--- src/rtl/gesture_pkg.sv ---
// Shared definitions for the gesture pipeline: coordinate width, FSM state encoding
// and the default image geometry also used by finger identification.
package gesture_pkg;

  localparam int PIX_W = 8;

  localparam int DEFAULT_IMAGE_WIDTH  = 160;
  localparam int DEFAULT_IMAGE_HEIGHT = 120;

  typedef logic [1:0] state_t;

  localparam state_t ST_IDLE  = 2'd0;
  localparam state_t ST_SCAN  = 2'd1;
  localparam state_t ST_FINAL = 2'd2;

  function automatic logic [PIX_W-1:0] span(input logic [PIX_W-1:0] lo,
                                            input logic [PIX_W-1:0] hi);
    return hi - lo + PIX_W'(1);
  endfunction

endpackage

--- src/rtl/palm_raster_counter.sv ---
// Raster position tracker: holds the (row, col) that the next non-SOF pixel beat
// will occupy, and flags the end of a row and the last pixel of the frame.
module palm_raster_counter
  import gesture_pkg::*;
#(
  parameter int IMAGE_WIDTH  = DEFAULT_IMAGE_WIDTH,
  parameter int IMAGE_HEIGHT = DEFAULT_IMAGE_HEIGHT
) (
  input  logic             clk,
  input  logic             rst,
  input  logic             i_load_first,
  input  logic             i_step,
  output logic [PIX_W-1:0] o_row,
  output logic [PIX_W-1:0] o_col,
  output logic             o_at_row_end,
  output logic             o_at_last
);

  localparam logic [PIX_W-1:0] COL_LAST = PIX_W'(IMAGE_WIDTH - 1);
  localparam logic [PIX_W-1:0] ROW_LAST = PIX_W'(IMAGE_HEIGHT - 1);

  logic [PIX_W-1:0] r_row;
  logic [PIX_W-1:0] r_col;

  // The SOF beat itself is (0,0), so the following beat lands on (0,1).
  always_ff @(posedge clk) begin
    if (rst) begin
      r_row <= '0;
      r_col <= '0;
    end else if (i_load_first) begin
      r_row <= '0;
      r_col <= PIX_W'(1);
    end else if (i_step) begin
      if (r_col == COL_LAST) begin
        r_col <= '0;
        r_row <= (r_row == ROW_LAST) ? '0 : r_row + PIX_W'(1);
      end else begin
        r_col <= r_col + PIX_W'(1);
      end
    end
  end

  assign o_row        = r_row;
  assign o_col        = r_col;
  assign o_at_row_end = (r_col == COL_LAST);
  assign o_at_last    = (r_col == COL_LAST) && (r_row == ROW_LAST);

endmodule

--- src/rtl/palm_bbox_extractor.sv ---
// Palm bounding-box extractor over a raster binary skin mask.
// Optional run-length noise filter enabled by defining PALM_NOISE_FILTER_EN.
module palm_bbox_extractor
  import gesture_pkg::*;
#(
  parameter int IMAGE_WIDTH  = DEFAULT_IMAGE_WIDTH,
  parameter int IMAGE_HEIGHT = DEFAULT_IMAGE_HEIGHT,
  parameter int MIN_RUN      = 4
) (
  input  logic             clk,
  input  logic             rst,
  input  logic             pix_valid,
  input  logic             pix_sof,
  input  logic             pix_data,
  output logic [PIX_W-1:0] start_of_palm_r,
  output logic [PIX_W-1:0] start_of_palm_c,
  output logic [PIX_W-1:0] end_of_palm_r,
  output logic [PIX_W-1:0] end_of_palm_c,
  output logic [PIX_W-1:0] palm_width,
  output logic [PIX_W-1:0] palm_height,
  output logic             bbox_valid,
  output logic             frame_err
);

  state_t r_state;

  logic             w_in_frame;
  logic             w_sof_beat;
  logic             w_step;
  logic             w_accept;
  logic [PIX_W-1:0] w_row;
  logic [PIX_W-1:0] w_col;
  logic             w_at_row_end;
  logic             w_at_last;
  logic [PIX_W-1:0] w_pix_r;
  logic [PIX_W-1:0] w_pix_c;
  logic             w_row_end;
  logic             w_last;
  logic             w_qual;
  logic [PIX_W-1:0] w_c_start;

  logic [PIX_W-1:0] r_min_r;
  logic [PIX_W-1:0] r_max_r;
  logic [PIX_W-1:0] r_min_c;
  logic [PIX_W-1:0] r_max_c;
  logic             r_any;

  // A SOF beat starts a frame from IDLE or restarts one from SCAN; FINAL drops it.
  assign w_in_frame = (r_state == ST_IDLE) || (r_state == ST_SCAN);
  assign w_sof_beat = pix_valid && pix_sof && w_in_frame;
  assign w_step     = pix_valid && !pix_sof && (r_state == ST_SCAN);
  assign w_accept   = w_sof_beat || w_step;

  palm_raster_counter #(
    .IMAGE_WIDTH (IMAGE_WIDTH),
    .IMAGE_HEIGHT(IMAGE_HEIGHT)
  ) u_raster (
    .clk         (clk),
    .rst         (rst),
    .i_load_first(w_sof_beat),
    .i_step      (w_step),
    .o_row       (w_row),
    .o_col       (w_col),
    .o_at_row_end(w_at_row_end),
    .o_at_last   (w_at_last)
  );

  assign w_pix_r   = pix_sof ? '0 : w_row;
  assign w_pix_c   = pix_sof ? '0 : w_col;
  assign w_row_end = w_step && w_at_row_end;
  assign w_last    = w_step && w_at_last;

`ifdef PALM_NOISE_FILTER_EN
  localparam logic [PIX_W-1:0] RUN_MAX = PIX_W'(MIN_RUN);
  localparam logic [PIX_W-1:0] RUN_TH  = PIX_W'(MIN_RUN - 1);

  logic [PIX_W-1:0] r_run;
  logic [PIX_W-1:0] w_run_prev;
  logic             w_first_q;

  // Run length saturates at MIN_RUN; reaching MIN_RUN-1 beforehand marks the
  // pixel that retroactively qualifies the whole run.
  assign w_run_prev = w_sof_beat ? '0 : r_run;
  assign w_first_q  = w_accept && pix_data && (w_run_prev == RUN_TH);
  assign w_qual     = w_accept && pix_data && (w_run_prev >= RUN_TH);
  assign w_c_start  = w_first_q ? (w_pix_c - RUN_TH) : w_pix_c;

  always_ff @(posedge clk) begin
    if (rst) begin
      r_run <= '0;
    end else if (w_accept) begin
      if (!pix_data || w_row_end) begin
        r_run <= '0;
      end else if (w_run_prev < RUN_MAX) begin
        r_run <= w_run_prev + PIX_W'(1);
      end else begin
        r_run <= w_run_prev;
      end
    end
  end
`else
  wire w_unused_min_run = (MIN_RUN > 0);

  assign w_qual    = w_accept && pix_data;
  assign w_c_start = w_pix_c;
`endif

  always_ff @(posedge clk) begin
    if (rst) begin
      r_min_r <= '1;
      r_max_r <= '0;
      r_min_c <= '1;
      r_max_c <= '0;
      r_any   <= 1'b0;
    end else if (w_sof_beat) begin
      // New frame: any partial state is discarded, seeded by this (0,0) beat.
      r_min_r <= w_qual ? w_pix_r   : '1;
      r_max_r <= w_qual ? w_pix_r   : '0;
      r_min_c <= w_qual ? w_c_start : '1;
      r_max_c <= w_qual ? w_pix_c   : '0;
      r_any   <= w_qual;
    end else if (w_step && w_qual) begin
      if (w_pix_r < r_min_r)   r_min_r <= w_pix_r;
      if (w_pix_r > r_max_r)   r_max_r <= w_pix_r;
      if (w_c_start < r_min_c) r_min_c <= w_c_start;
      if (w_pix_c > r_max_c)   r_max_c <= w_pix_c;
      r_any <= 1'b1;
    end
  end

  always_ff @(posedge clk) begin
    if (rst) begin
      r_state         <= ST_IDLE;
      start_of_palm_r <= '0;
      start_of_palm_c <= '0;
      end_of_palm_r   <= '0;
      end_of_palm_c   <= '0;
      palm_width      <= '0;
      palm_height     <= '0;
      bbox_valid      <= 1'b0;
      frame_err       <= 1'b0;
    end else begin
      bbox_valid <= 1'b0;
      frame_err  <= 1'b0;
      case (r_state)
        ST_IDLE: begin
          if (w_sof_beat) r_state <= ST_SCAN;
        end
        ST_SCAN: begin
          if (pix_valid && pix_sof) begin
            frame_err <= 1'b1;
          end else if (w_last) begin
            r_state <= ST_FINAL;
          end
        end
        ST_FINAL: begin
          if (r_any) begin
            start_of_palm_r <= r_min_r;
            start_of_palm_c <= r_min_c;
            end_of_palm_r   <= r_max_r;
            end_of_palm_c   <= r_max_c;
            palm_width      <= span(r_min_c, r_max_c);
            palm_height     <= span(r_min_r, r_max_r);
          end else begin
            start_of_palm_r <= '0;
            start_of_palm_c <= '0;
            end_of_palm_r   <= '0;
            end_of_palm_c   <= '0;
            palm_width      <= '0;
            palm_height     <= '0;
          end
          bbox_valid <= 1'b1;
          r_state    <= ST_IDLE;
        end
        default: r_state <= ST_IDLE;
      endcase
    end
  end

endmodule

--- config.mk ---
export PLATFORM = sky130hd
export DESIGN_NAME = palm_bbox_extractor
export DESIGN_NICKNAME = d
export VERILOG_FILES = /design/src/rtl/gesture_pkg.sv /design/src/rtl/palm_raster_counter.sv /design/src/rtl/palm_bbox_extractor.sv
export SDC_FILE = /design/constraint.sdc
export NUM_CORES = 1
export LEC_CHECK = 0
export BUFFER_PORTS_ARGS = -buffer_cell sky130_fd_sc_hd__buf_2
export CAP_MARGIN = 15
export CORE_MARGIN = 5
export CORE_UTILIZATION = 50
export DETAILED_ROUTE_END_ITERATION = 12
export PLACE_DENSITY_LB_ADDON = 0.08
export SETUP_SLACK_MARGIN = 0.02
export SLEW_MARGIN = 20
export SYNTH_ARGS = -nofsm -noshare
export SYNTH_HDL_FRONTEND = slang
export SYNTH_SLANG_ARGS = --single-unit
--- constraint.sdc ---
create_clock -name clk -period 3.6 [get_ports clk]
set_clock_uncertainty 0.05 [all_clocks]
set_input_delay 0.36 -clock clk [delete_from_list [all_inputs] [get_ports clk]]
set_output_delay 0.36 -clock clk [all_outputs]
set_load 0.02 [all_outputs]
== Yosys cells after proc, flatten, opt, wreduce, memory -nomap -nowiden ==
Index checks and enable logic that the tools add are counted.
W data, S select, Z words.
Operators by class
  muxes and demuxes: 36
  bitwise operators: 1
  $lt $le $gt $ge: 4
  $mul: 0
  reduce and logical (&&, ||, !) cells: 26
  div/mod/pow operators: 0
  shifts and indexed selects: 0
  equality and inequality tests: 7
  add/sub/neg operators: 6
Operators by type and width (number)
  $mux W8: 26
  $add A8 B1 Y8 const B: 4
  $gt A8 B8 Y1: 2
  $lt A8 B8 Y1: 2
  $sub A8 B8 Y8: 2
  $reduce_bool A2 Y1: 6
  $reduce_and A2 Y1: 5
  $eq A8 B7 Y1 const B: 1
  $eq A8 B8 Y1 const B: 1
  $logic_and A1 B1 Y1: 8
  $mux W1: 6
  $mux W2: 3
  $ne A2 B2 Y1 const B: 3
  $pmux W2 S2: 1
  $reduce_or A2 Y1: 2
  $reduce_and A3 Y1: 1
  $eq A2 B1 Y1 const B: 1
  $eq A2 B2 Y1 const B: 1
  $logic_not A2 Y1: 1
  $logic_or A1 B1 Y1: 2
  $logic_not A1 Y1: 1
  $not A1 Y1: 1
Storage, ports and cells
  bits in read-only memories: 0
  output and inout port bits: 50
  logic and storage cells: 97
  bits in writable memories: 0
  register bits after elaboration: 101
  latch bits: 0
  input bits: 5
  memories: 0

== Logic depth before layout (Yosys ltp) ==
  depth in word-level cells: 8
  gate-level depth with buffers: 11
  depth with buffers taken out: 11

== Hierarchy ==
A second synthesis with hierarchy kept.
Second synthesis, totals
  cells, all modules: 665
  area total of the unflattened synthesis: 5532.8 um^2
By module, submodules not included
  palm_bbox_extractor: sequential area each 1701.6 um^2, cells an instance 578, times used 1, area an instance 4745.8 um^2
  palm_raster_counter: sequential area each 320.3 um^2, cells an instance 87, times used 1, area an instance 787.0 um^2

== Worst setup path before layout ==
OpenSTA, ideal clock, no wires.
  path type: input port to flip-flop
  start: in pix_sof
  end: reg r_min_r[0]
  data required time: 3407 ps
  setup time: 143 ps
  arrival: 2374 ps
  stages on the path: 9
  slack: 1033 ps
  buffers on the path: 2
  cells stage by stage: buf_4 > clkbuf_1 > nor2b_1 > ha_1 > and3_1 > a221o_1 > nor2_1 > o21a_1 > o311ai_1
Between the ends
  word-level cells in the longest chain between the ends: 8
  elaborated cells on any way between the ends: 17
  classes of those cells: order compare (1); mux (5); reduce/logical (11)
RTL lines
  from (decl): RTL line palm_bbox_extractor.sv:13  | input logic pix_sof,
  parallel branches: the longest is 8 deep, another holds $lt A8 B8 Y1
  to (signal assigned): RTL line palm_bbox_extractor.sv:117  | r_min_r <= w_qual ? w_pix_r : '1;
  to (signal assigned): RTL line palm_bbox_extractor.sv:123  | if (w_pix_r < r_min_r) r_min_r <= w_pix_r;
  to (decl): RTL line palm_bbox_extractor.sv:42  | logic [PIX_W-1:0] r_min_r;
Parallel ways; which one is timed is not known. The select of a mux whose other input is x is not followed.
A chain may end at the register's enable or synchronous reset.

== Worst setup path after layout ==
  start: reg r_max_c[1]
  end: reg palm_width[7]
Between the ends
  word-level cells in the longest chain between the ends: 3
RTL lines
  from (decl): RTL line palm_bbox_extractor.sv:45  | logic [PIX_W-1:0] r_max_c;
  from (signal assigned): RTL line palm_bbox_extractor.sv:120  | r_max_c <= w_qual ? w_pix_c : '0;
  from (signal assigned): RTL line palm_bbox_extractor.sv:126  | if (w_pix_c > r_max_c) r_max_c <= w_pix_c;
  $sub A8 B8 Y8: RTL line gesture_pkg.sv:18  | return hi - lo + PIX_W'(1);
  $add A8 B1 Y8: RTL line gesture_pkg.sv:18
  $mux W8: RTL line palm_bbox_extractor.sv:157  | if (r_any) begin
  to (signal assigned): RTL line palm_bbox_extractor.sv:162  | palm_width <= span(r_min_c, r_max_c);
  to (decl): RTL line palm_bbox_extractor.sv:19  | output logic [PIX_W-1:0] palm_width,
No other way between the ends.

==> run metrics <==
H-tree levels 3; placed insts 835; Post-CTS Hold Buffers 0; number of gates resized after cts 0; top-count cell post-synth dfxtp_1; TritonCTS clock tree yes; Fmax 372 MHz; n_diodes 0; largest net degree at the start of global routing 61; share of the synthesized area in the top cell type 36.0%; Iteration-0 DRC Markers 366; post-CTS setup buffer count 0; Worst Hold Class primary input to flip-flop; Starting Density 51.3%; Routed WL per cell 16.3 µm; status complete, no violations; drt first pass iters 6; worst-path fanout max 4; max_cap viols 0; initial antenna violation count 0; P_leak 2.55 nW; Vert. Die Dim 116 µm; core region area 0.0109 mm²; arrival time at the worst endpoint 2870 ps; Finish-stage setup viols 0; Die ar. 0.0134 mm²; sequential share of the synthesized area 36.0%; GRT Total Usage 21.5%; routed vias/inst 5.67; VDD IR-drop max 0.000270 V; Post-Syn Area 0.00561 mm²; Synth Net Count 728; WP data required 3790 ps; FP Rows 38; Final Hold Viols 0; I/O pins 55; final wirelength 13,900 µm; Sw Ratio 24.1%; clock sinks 101; ratio of final minimum period to clock period 74.6%; Root Driver clkbuf_16; Remaining Overflow, GRT 0; post-synthesis register bit count 101; nets 765; leading area contributor after synthesis dfxtp_1; Mapped Cells 669; setup_tns 0 ps; pwr/cell area 351 mW/mm²; post-route cell area 0.00624 mm²; Yosys warning count 0; Clk pin slew, worst setup/hold paths 70 ps; fin crit period 2690 ps; Longest Clk Path Bufs 2; Sw Pwr 0.528 mW; Yosys cell types 57; Synth top cells by count 101 x dfxtp_1, 81 x nand2_1, 65 x a21oi_1, 58 x nand3_1, 52 x ha_1; unrepaired setup endpoints after global routing no; Int Pwr 1.66 mW; post-placement cell area 0.00597 mm²; Worst-Margin Slew 960 ps; register share of total power 52.3%; Synth Flop Type dfxtp_1; Synth area leaders dfxtp_1 36%, ha_1 12%, a21oi_1 5.8%; Post-synth EDFFs 0; vias in the first global route 4,550; gpl congestion 0.905; ys async rst share 0%; DRC Markers 0; PortBufs 54; Avg Inst Size Synth 8.39 µm²; DP HPWL 10,200 µm; antenna-violating nets left 0; Die Width 116 µm; Worst Setup End Kind flip-flop; clock share of power 41.1%; first-pass GRT wire length 22,900 µm; Combinational Power Share 6.6%; count of pins over their slew limit 0; fill count 1,039; Clk Latency, worst-skew pair 350 ps; via count 4,820; critical path type flip-flop to flip-flop; Startpoint Class flip-flop; share of layout cells above drive strength 1 13.2%; final cell count without fillers 850; area delta synth->final 11.2%; CTS buffer count 9; Rel. slew slack 35.8%
[cell families (layout without fill, tap and decap cells)]
| group | count (synthesis) | in the layout | synth area share [%] |
|---|---|---|---|
| adder cells (fa/ha/maj) | 55 | 55 | 12.5 |
| AO/OA/AOI/OAI | 142 | 142 | 17.0 |
| AND/OR/NAND/NOR | 243 | 243 | 21.2 |
| flip-flops | 101 | 101 | 36.0 |
| XOR/XNOR | 21 | 21 | 3.28 |
| multiplexers | 21 | 21 | 4.04 |
| buffers and inverters | 86 | 127 | 5.93 |
[routing by layer]
metal  share of wire [%]  up-vias  GRT usage [%]
met1                  49     2266           30.7
met3                 5.3       12           2.87
li1                    -     2431              -
met4                 1.1        0           6.34
met2                  44      111           33.9
met5                   0        -              0
[stage by stage]
stage | setup WS [ps] | hold WS, ps | util, % | power, mW
finish | 914 | 311 | 57.1 | 2.19
global placement | 774 | 385 | 54.6 | 1.31
CTS | 952 | 302 | 57.1 | 2.22
detailed placement | 686 | 391 | 54.6 | 1.31
global route | 757 | 342 | 57.1 | 2.28
floorplan | 1030 | 398 | - | 1.27
[final cells by class]
type	count	area, µm²	area share, %
clock inverters	3	22.5	0.361
clock buffers	12	246	3.95
flip-flops and latches	101	2020	32.4
repair buffers	61	323	5.17
multi-input cells	482	3260	52.3
inverters	51	191	3.07
well taps	140	175	2.81
[power by group through the flow]
stage          logic (mW)  clock network, mW  registers (mW)
2_1_floorplan       0.107                  0            1.17
3_5_place_dp        0.143                  0            1.17
4_1_cts             0.145              0.926            1.15
3_3_place_gp        0.139                  0            1.17
5_1_grt             0.162              0.972            1.15
6_report            0.144              0.902            1.15
[worst paths after layout]
path / from / to / slack (ps) / cells past startpoint
max: r_max_c[1] / palm_width[7] / 910 / 11
min: pix_data / r_any / 310 / 3
max reg2reg: r_max_c[1] / palm_width[7] / 910 / 11
min reg2reg: start_of_palm_r[7] / start_of_palm_r[7] / 400 / 2
[layout by cell type, fill, tap and decap left out, types with 3 or more instances in the layout]
cell type and count:
clkbuf_16 9, nor4_1 6, nor4b_1 3, mux2i_1 17
xor2_1 8, inv_1 49, nand4_1 8, buf_2 54
ha_1 52, nor3_1 9, and3_1 3, nand2b_1 10
o311ai_0 6, nor2_1 34, o311ai_1 11, nor2b_1 14
xnor2_1 13, mux2_4 3, o21ai_0 19, a21o_1 3
nand2_1 81, dfxtp_1 101, a21oi_1 65, buf_4 7
nand3_1 58, o211ai_1 14, nand3b_1 4
[critical path, stage by stage, from the launching register on]
cell      delay [ps]
dfxtp_1          450
inv_1            110
ha_1             280
inv_1             60
ha_1             200
inv_1             70
fa_1             390
nand2b_1         180
a21oi_1          170
o21ai_0          140
nor4b_1          160
a311o_1          310
(Power assumes the default switching activity.)
